[src/rtl/bin2bcd_seq_pkg.sv]
// Shared definitions for the sequential binary-to-BCD converter.
// State encoding, digit width and the counter-width helper.
package bin2bcd_seq_pkg;

  typedef enum logic [1:0] {
    ST_IDLE  = 2'd0,
    ST_SHIFT = 2'd1,
    ST_DONE  = 2'd2
  } state_t;

  localparam int BCD_W = 4;

  function automatic int cnt_width(input int width);
    return $clog2(width + 1);
  endfunction

endpackage

[src/rtl/bcd_digit_adj.sv]
// Double-dabble digit correction: add 3 to a BCD digit that is 5 or more,
// so the following left shift carries correctly into the next digit.
module bcd_digit_adj
  import bin2bcd_seq_pkg::*;
(
  input  logic [BCD_W-1:0] d,
  output logic [BCD_W-1:0] q
);

  assign q = (d >= 4'd5) ? (d + 4'd3) : d;

endmodule

[src/rtl/bin2bcd_seq.sv]
// Sequential binary-to-BCD converter (shift-and-add-3, one bit per clock)
// with start/busy/done handshake; feeds the seven-segment display decoders.
//
//   state    | meaning
//   ---------+--------------------------------------------------------
//   ST_IDLE  | waiting for start; latches |din| and sign on accept
//   ST_SHIFT | one correct+shift step per clock, WIDTH steps in total
//   ST_DONE  | bcd/neg freshly registered; done pulses for one cycle
module bin2bcd_seq
  import bin2bcd_seq_pkg::*;
#(
  parameter int WIDTH  = 8,
  parameter int DIGITS = 3,
  parameter int SIGNED = 1
) (
  input  logic                    clk,
  input  logic                    rst_n,
  input  logic                    start,
  input  logic [WIDTH-1:0]        din,
  output logic                    busy,
  output logic                    done,
  output logic [BCD_W*DIGITS-1:0] bcd,
  output logic                    neg
);

  localparam int SW = BCD_W * DIGITS;
  localparam int CW = cnt_width(WIDTH);

  state_t              state, state_nx;
  logic [WIDTH-1:0]    mag;
  logic [SW-1:0]       scratch;
  logic [SW-1:0]       adj;
  logic [CW-1:0]       cnt;
  logic                neg_i;

  logic                din_neg;
  logic [WIDTH-1:0]    din_mag;
  logic [SW+WIDTH-1:0] shifted;
  logic                last_shift;

  for (genvar g = 0; g < DIGITS; g++) begin : g_adj
    bcd_digit_adj u_adj (
      .d (scratch[g*BCD_W +: BCD_W]),
      .q (adj[g*BCD_W +: BCD_W])
    );
  end

  // Magnitude is taken in WIDTH bits: the most-negative value maps to itself,
  // which read as unsigned is exactly its magnitude.
  always_comb begin
    din_neg    = (SIGNED != 0) && din[WIDTH-1];
    din_mag    = din_neg ? (~din + 1'b1) : din;
    shifted    = {adj, mag} << 1;
    last_shift = (cnt == CW'(WIDTH - 1));
  end

  always_comb begin
    state_nx = state;
    case (state)
      ST_IDLE:  if (start) state_nx = ST_SHIFT;
      ST_SHIFT: if (last_shift) state_nx = ST_DONE;
      ST_DONE:  state_nx = ST_IDLE;
      default:  state_nx = ST_IDLE;
    endcase
  end

  always_ff @(posedge clk or negedge rst_n) begin
    if (!rst_n) begin
      state   <= ST_IDLE;
      busy    <= 1'b0;
      done    <= 1'b0;
      bcd     <= '0;
      neg     <= 1'b0;
      mag     <= '0;
      scratch <= '0;
      cnt     <= '0;
      neg_i   <= 1'b0;
    end else begin
      state <= state_nx;
      busy  <= (state_nx != ST_IDLE);
      done  <= (state_nx == ST_DONE);
      case (state)
        ST_IDLE: begin
          if (start) begin
            mag     <= din_mag;
            neg_i   <= din_neg;
            scratch <= '0;
            cnt     <= '0;
          end
        end
        ST_SHIFT: begin
          {scratch, mag} <= shifted;
          cnt            <= cnt + 1'b1;
          // Outputs only ever take the completed result.
          if (last_shift) begin
            bcd <= shifted[SW+WIDTH-1:WIDTH];
            neg <= neg_i;
          end
        end
        default: ;
      endcase
    end
  end

endmodule

[config.mk]
export PLATFORM = sky130hd
export DESIGN_NAME = bin2bcd_seq
export DESIGN_NICKNAME = d
export VERILOG_FILES = /design/src/rtl/bin2bcd_seq_pkg.sv /design/src/rtl/bcd_digit_adj.sv /design/src/rtl/bin2bcd_seq.sv
export SDC_FILE = /design/constraint.sdc
export NUM_CORES = 1
export LEC_CHECK = 0
export ABC_AREA = 1
export CORE_MARGIN = 10
export CORE_UTILIZATION = 50
export DETAILED_ROUTE_END_ITERATION = 16
export PLACE_DENSITY = 0.75
export RECOVER_POWER = 25
export REMOVE_ABC_BUFFERS = 1
export SLEW_MARGIN = 10
export SYNTH_ARGS = -nofsm -noshare
export SYNTH_HDL_FRONTEND = slang
export SYNTH_HIERARCHICAL = 1
export SYNTH_SLANG_ARGS = --single-unit
[constraint.sdc]
create_clock -name clk -period 1.15 [get_ports clk]
set_input_delay 0.23 -clock clk [delete_from_list [all_inputs] [get_ports clk]]
set_output_delay 0.23 -clock clk [all_outputs]
set_load 0.02 [all_outputs]
Yosys cells after proc, flatten, opt, wreduce, memory -nomap -nowiden. Index checks and enable logic that the tools add are counted.

$lt $le $gt $ge: 3. $add $sub $neg: 5. Bitwise logic cells: 1. Mux-type cells: 13. Eq/ne operators: 4. Reduce and logical (&&, ||, !) cells: 6.

Operators with widths (count): case mux 12 bit (2 select lines) (1); 2-to-1 mux 8 bit (2); case mux 8 bit (2 select lines) (1); greater-or-equal comparator 4 x 3 -> 1 bit (second input constant) (3); 2-to-1 mux 12 bit (1); 2-to-1 mux 4 bit (3); adder 4 x 2 -> 4 bit (second input constant) (2); adder 8 x 1 -> 8 bit (second input constant) (1); NOT 8 bit (1); case mux 4 bit (2 select lines) (1); AND reduction 2 bit (3); adder 4 x 1 -> 4 bit (second input constant) (1); == test 4 x 3 -> 1 bit (second input constant) (1); 2-to-1 mux 2 bit (2); case mux 2 bit (2 select lines) (1); nonzero test 2 bit (2); adder 3 x 2 -> 3 bit (second input constant) (1); 2-to-1 mux 3 bit (1); == test 2 x 1 -> 1 bit (second input constant) (1); == test 2 bit (second input constant) (1); logical NOT 2 bit (1); != test 2 bit (second input constant) (1).

Logic and storage cells: 41. Input port bits: 11. Register bits: 42.

Depth between registers and ports, before layout.
Word-level depth: 5. Depth in mapped cells: 9. Gate-level depth less buffers: 9.

Modules after synthesis. The synthesis kept the hierarchy.

By module, submodules not included: bin2bcd_seq (cells each 206, times used 1, area an instance 1921.8 sq um); bcd_digit_adj (cells each 23, times used 3, area an instance 135.1 sq um).

Worst setup path before layout. Ideal clock, no wire load.

Kind: register -> register. Start: reg scratch[8]. End: reg scratch[10]. Library setup time: 0.083 ns. Data arrival time: 1.188 ns. Cell stages (with the launch flop): 9. Required time: 1.067 ns. Setup slack: -0.121 ns. Path through: dfrtp_1 inv_1 ha_1 nor2_4 nor2_4 nand2_1 o21ai_2 inv_1 o21ai_0.

Word-level cells in the longest chain between the ends: 3.

Ends and longest elaborated chain: start: declaration (RTL line bin2bcd_seq.sv:31) `logic [SW-1:0] scratch;`; start signal: assignment (RTL line bin2bcd_seq.sv:92) `{scratch, mag} <= shifted;`; greater-or-equal comparator 4 x 3 -> 1 bit / adder 3 x 2 -> 3 bit (equally long branches) (RTL line bcd_digit_adj.sv:10) `assign q = (d >= 4'd5) ? (d + 4'd3) : d;`; 2-to-1 mux 3 bit (*) (RTL line bcd_digit_adj.sv:10); via adj[9] (RTL line bin2bcd_seq.sv:32) `logic [SW-1:0] adj;`; case mux 12 bit (2 select lines) (*) (RTL line bin2bcd_seq.sv:82) `case (state)`.

Mark *: on every way through the listed nets, which the timed path passes. The rest lies on a longest branch. A chain may end at the register's enable or synchronous reset.

Worst setup path in the final report.
Start: reg scratch[0]. End: reg bcd[2].

Word-level cells in the longest chain between the ends: 2.

Ends and longest elaborated chain: adder 4 x 2 -> 4 bit / greater-or-equal comparator 4 x 3 -> 1 bit (equally long branches) (RTL line bcd_digit_adj.sv:10); 2-to-1 mux 4 bit (*) (RTL line bcd_digit_adj.sv:10); via adj[1] (RTL line bin2bcd_seq.sv:32); end signal: assignment (RTL line bin2bcd_seq.sv:96) `bcd <= shifted[SW+WIDTH-1:WIDTH];`; end: declaration (RTL line bin2bcd_seq.sv:22) `output logic [BCD_W*DIGITS-1:0] bcd,`.

Marks and branches as above.

==> summary.md <==
| Metric | Value |
|---|---|
| Die Ht | 87.84 um |
| Initial Util | 52.13% |
| Initial antenna violation count | 0 |
| Top Ports | 26 |
| Violations in the final reports | negative setup slack |
| Max-slew violation count | 0 |
| Latest clock arrival within the worst-skew pair | 0.30 ns |
| P&R area growth vs syn | 47.58% |
| CTS Root Cell | clkbuf_8 |
| Critical path arrival | 1.57 ns |
| Std-Cell Rows | 24 |
| Pre-Repair DR Iteration Count | 4 |
| Port Buf Inserts | 25 |
| CTS tree | yes |
| LEAKAGE | 1.664 nW |
| Tmin final | 1.338 ns |
| HPWL after detailed placement | 3409 um |
| Number of remaining DRC errors | 0 |
| Pwr Density | 2823 nW/um2 |
| CTS buffer count | 5 |
| Vias | 2,096 |
| CTS sink count | 42 |
| Setup TNS | -3.906 ns |
| Die area | 7715 um2 |
| Final Setup Violations | 40 |
| Worst Hold Depth | 2 |
| DRT iter0 DRCs | 152 |
| Crit Path Class | flop to flop |
| Worst VDD drop | 1709 uV |
| RSZ-0062 raised after global routing | true |
| End-of-flow core utilization | 76.93% |
| Pin count of the biggest net entering global routing | 43 |
| Hold crit path type | flop to flop |
| Global-route wire length before repair | 9170 um |
| Worst Path Max Fanout | 4 |
| Number of max-cap violations | 0 |
| N_diodes | 0 |
| Worst r2r path cells | 8 |
| Synth Area per Inst | 8.522 um2 |
| Layout Cell Area excl Fill | 3396 um2 |
| Rel. slew slack | 61.88% |
| Wire per inst | 16.18 um |
| Hold Slack | 0.4880 ns |
| Core area | 4414 um2 |
| Yosys warns | 6 |
| Startpoint types | flop |
| Clk_skew | 0.004909 ns |
| Fin nets | 367 |
| Worst Tran Pin Value | 0.5719 ns |
| CTS max path bufs | 2 |
| Fin. Hold Viols | 0 |
| Fmax | 747.4 MHz |
| Area after DPL | 2795 um2 |
| Cell area after synthesis | 2301 um2 |
| Placer Congestion | 0.8456 |
| DIE WIDTH | 87.84 um |
| Post-route ant nets | 0 |
| Final cycle utilization of the critical path | 116.3% |
| DRT Wirelength | 6487 um |
| Final WS setup | -0.1879 ns |
| H-tree depth | 2 |
| Status | finished with violations |
| CTS clk-pin slew, worst paths | 0.08 ns |
| FF-to-FF setup slack | -0.19 ns |
| Vias in the first global route | 2,025 |
| Vias/cell | 5.227 |
| Global-route usage over all layers | 14.79% |
| Crit end category | flop |
| Required time of the critical path | 1.38 ns |
| GRT overflow | 0 |
| Place WS | -0.2879 ns |
| Mapped Cells | 270 |
| Fraction of layout cells with a size suffix above 1 | 54.44% |
## flip-flops by register name, summed over array words and instances, names as in the netlist
register	cells
mag	8
busy	1
neg_i	1
neg	1
done	1
cnt	4
scratch	12
state	2
bcd	12
## worst max-delay path, stage by stage, from the launching register on
cell and delay [ns]:
dfrtp_2 0.47, inv_4 0.10, ha_4 0.16, nor2_4 0.05
nor2_4 0.18, nand2_2 0.07, o21ai_2 0.07, inv_2 0.07
o21ai_2 0.11
## layer usage
metal  global-route usage, %  vias to the layer above  wire [um]
met2                   25.66                       55       3440
met1                   16.67                     1008       2496
met4                   6.232                        0        243
li1                        -                     1012          -
met5                       0                        -          0
met3                   3.993                       21        308
## report_power, final
group / switching (mW) / internal, mW
combinational: 3.26 / 2.54
clock: 0.514 / 0.639
sequential: 0.539 / 2.10
total: 4.31 / 5.28
## worst paths after layout
check,startpoint,to
setup reg to reg,scratch[0]$_DFFE_PN0P_,bcd[2]$_DFFE_PN0P_
hold reg to reg,neg$_DFFE_PN0P_,neg$_DFFE_PN0P_
setup / recovery,scratch[0]$_DFFE_PN0P_,bcd[2]$_DFFE_PN0P_
min in group asynchronous,rst_n,bcd[2]$_DFFE_PN0P_
max in group asynchronous,rst_n,scratch[0]$_DFFE_PN0P_
hold / removal,neg$_DFFE_PN0P_,neg$_DFFE_PN0P_
## metrics by stage
| step | power, mW | std cells |
|---|---|---|
| 4_1_cts | 8.365 | 390 |
| 3_3_place_gp | 6.487 | 372 |
| 6_report | 9.587 | 401 |
| 2_1_floorplan | 5.018 | 263 |
| 3_5_place_dp | 6.654 | 372 |
| 5_1_grt | 10.16 | 401 |
## final cells by class
type	count	area (um2)
Multi-Input combinational cell	184	1350
Sequential cell	42	1052
Fill cell	293	1018
Timing Repair Buffer	73	629.4
Inverter	40	167.7
Clock buffer	5	68.82
Tap cell	52	65.06
Clock inverter	3	40.04
Timing Repair inverter	2	22.52
## cell usage in the layout (no fill, tap or decap), types with 5 or more instances in the layout
master           instances
clkdlybuf4s50_1          9
inv_2                   22
a21oi_2                  5
inv_1                   15
nand2_2                 25
nand2_1                 46
clkbuf_8                 5
o21ai_2                 23
buf_4                   32
nand3_1                 11
o21ai_1                 12
buf_6                    9
buf_2                   16
nand2_4                  9
nor2_4                   8
nor2_1                  15
dfrtp_1                 41
ha_4                     7
## timing repair
action | 4_1_cts | 5_1_grt
hold buffers | 1 | 0
resized for setup | 117 | 70
cloned | 3 | 3
buffers inserted | 6 | 9
endpoints found under the hold margin | 42 | 0
pin swaps | 37 | 26
setup endpoints to repair | 52 | 39
(Power assumes the default switching activity.)
==> edit: new RTL, same settings <==
Change the package constant `BCD_W` from 4 to 6.
--- a/src/rtl/bin2bcd_seq_pkg.sv
+++ b/src/rtl/bin2bcd_seq_pkg.sv
@@ -9,5 +9,5 @@
   } state_t;
 
-  localparam int BCD_W = 4;
+  localparam int BCD_W = 6;
 
   function automatic int cnt_width(input int width);
Interface: changed (resized bcd); port bits go from 26 to 32. The function was not compared with the original's and may differ.
==> edit against the original RTL <==
The run still ends with setup timing left; via count up 28%; synthesized cell count up 36%; synthesized area increased by 21%; sequential power up 30%; sequential cell count is 12 higher; final area increased by 21%; worst setup slack worse by 66 ps; wire length up 16%; global-route usage is 0.95 points higher; core utilization down 2.1 points; clock skew is 9.5 ps higher; power rose by 26%; first-iteration DRC count fell by 16%; hold slack got worse by 140 ps; largest cell class unchanged.
==> edit: results (changes against the original RTL) <==
stage,metric,value,unit,change
status,status,finished with violations,,unchanged
status,violations,setup timing,,unchanged
power,power_frac_clock,10.8,%,was 12.0%
worst_setup_path,startpoint,scratch[12]$_DFFE_PN0P_,,was scratch[0]$_DFFE_PN0P_
worst_setup_path,endpoint,bcd[13]$_DFFE_PN0P_,,was bcd[2]$_DFFE_PN0P_
detailed_routing,viasPerCell,5.08,,was 5.23
place,gp_congestion,0.846,,about the same
cts,clkTransAtPathRegs,100,ps,was 80 ps
grt,use_met2,28.1,%,was 25.7%
place,dp_slack,-391,ps,was -288 ps
grt,grt_pass1_vias,2547,,was 2025
timing,worstMarginPinSlew,384,ps,was 572 ps
timing,timing.hold.ws,351,ps,was 488 ps
power,power.net_switching,5.43,mW,was 4.31 mW
grt,use_met1,18.1,%,was 16.7%
detailed_routing,highest_layer,met4,,unchanged
worst_setup_path,r2r_cells,10,,was 8
place,dpl.hpwl,4460,um,was 3410 um
detailed_routing,dr.pass1.iters,4,,unchanged
power,total_leakage_power,2.08,nW,was 1.66 nW
worst_setup_path,arrival,1630,ps,was 1570 ps
grt,grtUsageTotal,15.7,%,was 14.8%
grt,grt_pass1_wl,11500,um,was 9170 um
detailed_routing,drt_iter0_drc,127,,was 152
grt,grt_start_max_net_pins,32,,was 43
detailed_routing,met3_length,358,um,was 308 um
layout,fin_nets,477,,was 367
cts,cts_root_buf,clkbuf_8,,unchanged
cts,cts_made_buffers,5,,unchanged
power,p_clk,1.30,mW,was 1.15 mW
power,p_seq,3.41,mW,was 2.63 mW
layout,reg_top3,"bcd x18, scratch x18, mag x8",,"was bcd x12, scratch x12, mag x8"
layout,layout-drive-gt1-share,43.0,%,was 54.4%
detailed_routing,m1WireLength,2980,um,was 2500 um
timing,finClkSkew,14.4,ps,was 4.91 ps
cts,clockBufferDepth,2,,unchanged
detailed_routing,met2_length,4020,um,was 3440 um
place,io_buffers,31,,was 25
timing,setup_slack,-254,ps,was -188 ps
worst_hold_path,hold_class,in2async,,was reg2reg
timing,finalSetupViolations,47,,was 40
grt,grt_use_met3,4.44,%,was 3.99%
power,vdd_ir_drop_max,0.00126,V,was 0.00171 V
==> edit: area by class of cell <==
type / instances / area [um2]
Clock buffer: 6 / 82.6
Multi-Input combinational cell: 241 / 1470
Clock inverter: 1 / 30.0
Sequential cell: 54 / 1350
Timing Repair Buffer: 96 / 831
Fill cell: 392 / 1380
Inverter: 60 / 238
Tap cell: 72 / 90.1
==> edit: stage by stage <==
| stage | instance area (um2) | util (%) | instances | setup TNS (ps) |
|---|---|---|---|---|
| final | 4100 | 74.9 | 530 | -5430 |
| after global routing | 4100 | 74.9 | 530 | -8790 |
| after floorplan | 2720 | - | 355 | -11040 |
| after detailed placement | 3470 | 63.4 | 500 | -14830 |
| after global placement | 3470 | 63.4 | 500 | -12100 |
| after CTS | 3890 | 71.1 | 523 | -4670 |
==> edit: critical path, cell delays in order (launching register included) <==
cell and delay (ps):
dfrtp_1 440, inv_2 100, ha_4 130, inv_4 40
nand2_4 70, nand2_4 60, nor2_4 100, nand2_1 80
nand2_1 120, inv_2 70, o21ai_1 110
==> edit: timing repair <==
item	4_1_cts	5_1_grt
endpoints found under the setup margin	74	53
setup buffers	12	9
pin swaps	50	29
hold buffers	1	0
hold endpoints to repair	12	0
gates cloned	3	1
resized for setup	197	58
==> edit: how the worst min path moves through the flow <==
| stage | startpoint | endpoint | cells past startpoint |
|---|---|---|---|
| floorplan | rst_n | bcd[0]$_DFFE_PN0P_ | 0 |
| global placement | rst_n | bcd[12]$_DFFE_PN0P_ | 1 |
| detailed placement | rst_n | bcd[12]$_DFFE_PN0P_ | 1 |
| CTS | rst_n | scratch[14]$_DFFE_PN0P_ | 2 |
| global route | rst_n | scratch[14]$_DFFE_PN0P_ | 2 |
| finish | rst_n | scratch[14]$_DFFE_PN0P_ | 2 |
